**src/rtl/nanov_reg_sequencer.sv**
```systemverilog
// Bit-serial register pass sequencer for the nanoV 1-bit register file.
// Runs one 32-cycle pass with one request queued behind it, so passes abut with no bubble.
module nanov_reg_sequencer #(
    parameter int unsigned REG_ADDR_BITS = 4
) (
    input  logic                     clk,
    input  logic                     rstn,
    input  logic                     op_valid,
    output logic                     op_ready,
    input  logic [REG_ADDR_BITS-1:0] op_rs1,
    input  logic [REG_ADDR_BITS-1:0] op_rs2,
    input  logic [REG_ADDR_BITS-1:0] op_rd,
    input  logic                     op_wr,
    input  logic                     stall,
    output logic                     busy,
    output logic                     pass_done,
    output logic [4:0]               counter,
    output logic [REG_ADDR_BITS-1:0] rs1,
    output logic [REG_ADDR_BITS-1:0] rs2,
    output logic [REG_ADDR_BITS-1:0] rd,
    output logic [REG_ADDR_BITS-1:0] next_rs1,
    output logic [REG_ADDR_BITS-1:0] next_rs2,
    output logic                     wr_en,
    output logic                     wr_next_en,
    output logic                     read_through
);

    typedef enum logic [0:0] {StIdle, StRun} state_e;

    state_e                   state_q, state_d;
    logic [4:0]               counter_q, counter_d;
    logic [REG_ADDR_BITS-1:0] rs1_q, rs1_d, rs2_q, rs2_d, rd_q, rd_d;
    logic                     cur_wr_q, cur_wr_d;

    logic                     pend_valid_q, pend_valid_d;
    logic [REG_ADDR_BITS-1:0] pend_rs1_q, pend_rs1_d, pend_rs2_q, pend_rs2_d;
    logic [REG_ADDR_BITS-1:0] pend_rd_q, pend_rd_d;
    logic                     pend_wr_q, pend_wr_d;

    logic                     accept, run, advance, wrap, wr_act, next_avail;
    logic [REG_ADDR_BITS-1:0] src_rs1, src_rs2, src_rd;
    logic                     src_wr;

    assign op_ready = !pend_valid_q;
    assign accept   = op_valid && op_ready;
    assign run      = (state_q == StRun);
    assign advance  = run && !stall;
    assign wrap     = advance && (counter_q == 5'd31);

    // The next pass comes from the pending slot, or straight from the input when it is empty.
    assign next_avail = pend_valid_q || accept;
    assign src_rs1    = pend_valid_q ? pend_rs1_q : op_rs1;
    assign src_rs2    = pend_valid_q ? pend_rs2_q : op_rs2;
    assign src_rd     = pend_valid_q ? pend_rd_q  : op_rd;
    assign src_wr     = pend_valid_q ? pend_wr_q  : op_wr;

    // x0 is hardwired zero; x3/x4 (gp/tp) are not backed by storage in this register file.
    assign wr_act = cur_wr_q && (rd_q != '0)
                    && (rd_q != REG_ADDR_BITS'(3)) && (rd_q != REG_ADDR_BITS'(4));

    always_comb begin
        state_d      = state_q;
        counter_d    = counter_q;
        rs1_d        = rs1_q;
        rs2_d        = rs2_q;
        rd_d         = rd_q;
        cur_wr_d     = cur_wr_q;
        pend_valid_d = pend_valid_q;
        pend_rs1_d   = pend_rs1_q;
        pend_rs2_d   = pend_rs2_q;
        pend_rd_d    = pend_rd_q;
        pend_wr_d    = pend_wr_q;

        unique case (state_q)
            StIdle: begin
                if (accept) begin
                    state_d   = StRun;
                    counter_d = 5'd0;
                    rs1_d     = op_rs1;
                    rs2_d     = op_rs2;
                    rd_d      = op_rd;
                    cur_wr_d  = op_wr;
                end
            end
            StRun: begin
                if (wrap) begin
                    counter_d = 5'd0;
                    if (next_avail) begin
                        rs1_d        = src_rs1;
                        rs2_d        = src_rs2;
                        rd_d         = src_rd;
                        cur_wr_d     = src_wr;
                        pend_valid_d = 1'b0;
                    end else begin
                        state_d = StIdle;
                    end
                end else begin
                    if (advance) begin
                        counter_d = counter_q + 5'd1;
                    end
                    if (accept) begin
                        pend_valid_d = 1'b1;
                        pend_rs1_d   = op_rs1;
                        pend_rs2_d   = op_rs2;
                        pend_rd_d    = op_rd;
                        pend_wr_d    = op_wr;
                    end
                end
            end
            default: state_d = StIdle;
        endcase
    end

    always_ff @(posedge clk or negedge rstn) begin
        if (!rstn) begin
            state_q      <= StIdle;
            counter_q    <= 5'd0;
            rs1_q        <= '0;
            rs2_q        <= '0;
            rd_q         <= '0;
            cur_wr_q     <= 1'b0;
            pend_valid_q <= 1'b0;
            pend_rs1_q   <= '0;
            pend_rs2_q   <= '0;
            pend_rd_q    <= '0;
            pend_wr_q    <= 1'b0;
        end else begin
            state_q      <= state_d;
            counter_q    <= counter_d;
            rs1_q        <= rs1_d;
            rs2_q        <= rs2_d;
            rd_q         <= rd_d;
            cur_wr_q     <= cur_wr_d;
            pend_valid_q <= pend_valid_d;
            pend_rs1_q   <= pend_rs1_d;
            pend_rs2_q   <= pend_rs2_d;
            pend_rd_q    <= pend_rd_d;
            pend_wr_q    <= pend_wr_d;
        end
    end

    always_comb begin
        next_rs1 = rs1_q;
        next_rs2 = rs2_q;
        if (!run) begin
            next_rs1 = op_rs1;
            next_rs2 = op_rs2;
        end else if (wrap && next_avail) begin
            next_rs1 = src_rs1;
            next_rs2 = src_rs2;
        end
    end

    assign busy         = run;
    assign counter      = counter_q;
    assign rs1          = rs1_q;
    assign rs2          = rs2_q;
    assign rd           = rd_q;
    assign pass_done    = wrap;
    assign wr_en        = advance && wr_act;
    // Bit 31 is the last of this pass; the following bit belongs to the next one.
    assign wr_next_en   = wr_en && (counter_q != 5'd31);
    assign read_through = wrap && wr_act && next_avail;

endmodule

```
**config.mk**
```make
export PLATFORM = sky130hd
export DESIGN_NAME = nanov_reg_sequencer
export DESIGN_NICKNAME = d
export VERILOG_FILES = /design/src/rtl/nanov_reg_sequencer.sv
export SDC_FILE = /design/constraint.sdc
export NUM_CORES = 1
export LEC_CHECK = 0
export CAP_MARGIN = 30
export CORE_ASPECT_RATIO = 1.1
export CORE_UTILIZATION = 50
export DETAILED_ROUTE_END_ITERATION = 8
export DONT_BUFFER_PORTS = 1
export PLACE_DENSITY = 0.65
export SLEW_MARGIN = 20
export SYNTH_ARGS = -nofsm -noshare
export SYNTH_HDL_FRONTEND = slang
export SYNTH_SLANG_ARGS = --single-unit
```
**constraint.sdc**
```tcl
create_clock -name clk -period 1.9 [get_ports clk]
set_input_delay 0.19 -clock clk [delete_from_list [all_inputs] [get_ports clk]]
set_output_delay 0.19 -clock clk [all_outputs]
set_load 0.02 [all_outputs]
```
==> impl_metrics.ini <==
[final_layout]
nNetsFinal = 210
antenna_cells = 0
syn2layout_area_growth_pct = 43.9
layout_common_cells = 28 x dfrtp_1, 26 x mux2_4, 20 x buf_4
final_common_cell = dfrtp_1
final_layout_size_suffix_gt1_share_pct = 60.4
multi_input_area_sq_um = 1180
fill_cells = 233
regArea_sq_um = 832

[grt]
antenna_found_initial = 0
grt_max_degree = 34
grt_pass1_wl_microns = 7220
grt_usage_pct = 25.7
grt_pass1_vias = 1518
grt-ovfl-total = 0

[floorplanning]
ios = 48
die-height_microns = 65.5
design.core.area_sq_um = 3410
fp.dieW_microns = 59.7
initial_utilization_pct = 53.6
fp.dieArea_sq_um = 3910
rows = 22

[synthesis]
syn-cell-area_sq_um = 1830
synth.top_cell.area_share_pct = 45.1
yosysTopAreaCell = dfrtp_1
synth-seq-cells = 33
ys_types = 35
syn_avg_cell_area_sq_um = 12.6
synth_nets = 164
seq_area_frac_synth_pct = 45.1
yosysWarnings = 0
syn-instance-count = 145
synthTopCellsByArea = dfrtp_1 45%, mux2_2 18%, mux2_4 7.4%, o221a_2 4.9%, or2_2 3.1%

[timing]
fin_crit_sh_pct = 114
finalWorstSetupSlack_ps = -260
tightest_slew_ps = 352
fin_hold_ws_ps = 47.7
rsz0062_at_grt = yes
setup_viol = 24
fmax_mhz = 463
fin_skew_ps = 16.1
maxSlewViolCount = 0
post-route-min-period_ps = 2160
max_slew_margin_pct = 76.4
hold_viol_final = 0
tns_ps = -3780

[pwr]
leakage_nw = 1.13
p_sw_share_pct = 38.7
clockPowerShare_pct = 13.5
power.internal_mw = 2.59
comb_power_share_pct = 50.9
power_per_cell_area_nw_per_um2 = 1610
switchingPower_mw = 1.64
power_frac_seq_pct = 35.7
ir_drop_v = 0.000829

[status]
violations = negative setup slack
status = finished, violations left

[drt]
wl_per_cell_microns = 20.1
first_pass_iters = 4
post-route-drc-count = 0
dr.first_iter.drc_count = 56
vias = 1403
antenna_left = 0
routed_wl_microns = 4830
vias_per_cell = 5.85

[cts]
cts_sinks = 33
cts-buffers-inserted = 5
path_clk_slew_ps = 110
clock_latency_ps = 350
root_buffer = clkbuf_4
htreeDepth = 2
cts_tree = built
clock_path_buffers = 2

[place]
io_buffers = 0
finalWeightedCongestion = 0.765
dp_hpwl_microns = 2860

[critical_path]
crit_fanout = 8
endpoint_kind = primary output
worstPathRequired_ps = 1710
crit_chain = ha_4 -> and3_4 -> ha_4 -> nand2b_4 -> buf_6 -> o21a_4 -> o221a_4
r2r_slack_ps = -130
timing.rr.start = counter[1]$_DFFE_PN0P_
reg2reg_depth = 9
critPathMaxStageDelay_ps = 450
r2r_end = pend_rs1_q[0]$_DFFE_PN0P_
crit_arrival_ps = 1970
cpMostUsedCell = ha_4
cp-start-kind = register
path_class = reg -> out
cpMaxStageDelayCell = dfrtp_2

[worst_hold_path]
hp-class = in -> reg
hp-start = stall
holdPathStages = 2
hold_path_end = counter[0]$_DFFE_PN0P_

[run]
max_cap_violations = 0
## critical path: cells and delay by family, from the launching register on
kind	cells	cell delay (ps)
AOI/OAI and AO/OA	2	470
DFF	1	450
adders and majority gates	2	340
buffers and inverters	1	100
and+or+nand+nor	2	270
## cells in the mapped netlist
library cell and n:
nand4b_1 2, a31oi_1 2, mux2_4 9, or2_2 9, o221a_2 8, dfrtp_1 33, o21ai_0 2, nand2b_2 1
or2_1 1, buf_6 4, inv_1 3, nand3_1 2, o21ai_1 1, nand3b_1 2, and3_1 4, ha_1 2
a21oi_1 2, nand2_2 1, buf_2 1, nand2_1 2, a21oi_4 1, o21a_1 1, mux2_2 30, nor2_1 4
clkbuf_1 1, nand2b_1 3, buf_4 1, mux2i_1 2, nor2b_1 1, a22oi_1 1, nor4_1 1, nor3_1 3
o2bb2ai_1 3, or4_1 1, a21o_1 1
## cell type report
type	count	area share [%]
multi-input cells	102	44.9
flip-flops and latches	33	31.6
repair buffers	46	17.3
well taps	48	2.28
clock buffers	6	1.95
clock inverters	2	1.43
inverters	3	0.523
## metrics by stage
step | cells | setup WS (ps) | area, sq um | util (%) | power (mW)
CTS | 229 | -251 | 2410 | 70.5 | 3.92
detailed placement | 205 | -175 | 2020 | 59.3 | 3.12
floorplan | 145 | -33.8 | 1870 | - | 2.76
global route | 240 | -323 | 2630 | 77.2 | 4.45
global placement | 205 | -123 | 2020 | 59.3 | 3.04
finish | 240 | -260 | 2630 | 77.2 | 4.23
## how the worst max path moves through the flow
| stage | start | to | slack (ps) | depth (start not counted) |
|---|---|---|---|---|
| after floorplan | counter[0]$_DFFE_PN0P_ | rd[0]$_DFFE_PN0P_ | -30 | 7 |
| after global placement | counter[1]$_DFFE_PN0P_ | next_rs2[0] | -120 | 6 |
| after detailed placement | counter[1]$_DFFE_PN0P_ | next_rs2[0] | -180 | 6 |
| after CTS | counter[0]$_DFFE_PN0P_ | next_rs2[0] | -250 | 7 |
| after global routing | counter[1]$_DFFE_PN0P_ | next_rs2[0] | -320 | 7 |
| final | counter[1]$_DFFE_PN0P_ | next_rs2[0] | -260 | 7 |
## state kept, by name (all words and copies together), names as in the netlist
name / cells
cur_wr_q: 1
pend_rd_q: 4
pend_wr_q: 1
counter: 5
pend_valid_q: 1
pend_rs2_q: 4
rs2: 4
rd: 4
rs1: 4
pend_rs1_q: 4
busy: 1
## cells by family after synthesis
family                   Yosys count  synth area share (%)
AO/OA/AOI/OAI                     22                  10.5
flip-flops                        33                  45.1
multiplexers                      41                  26.9
AND/OR/NAND/NOR                   37                  12.1
buffers and inverters             10                  3.96
adder cells (fa/ha/maj)            2                  1.37
## power groups by stage
stage | Sequential, mW | Clock (mW) | Combinational (mW)
after floorplan | 1.47 | 0 | 1.29
after global routing | 1.55 | 0.619 | 2.28
after global placement | 1.44 | 0 | 1.61
final | 1.51 | 0.569 | 2.15
after detailed placement | 1.47 | 0 | 1.65
after CTS | 1.47 | 0.583 | 1.86
## routing by layer
layer	global-route usage (%)	vias to the layer above	part of all wire (%)
met5	0	-	0
met4	10.5	0	2.2
met3	7.87	10	5.2
met2	44.2	44	52
met1	28.9	713	40
li1	-	636	-
## repair_timing
action | in CTS | in global routing
endpoints found under the hold margin | 46 | 1
gates resized for setup | 22 | 37
pin swaps | 11 | 4
buffers inserted | 1 | 9
hold buffers | 15 | 1
endpoints found under the setup margin | 25 | 39
cloned | 0 | 1
Note: power is estimated with default switching activity, not from simulation.
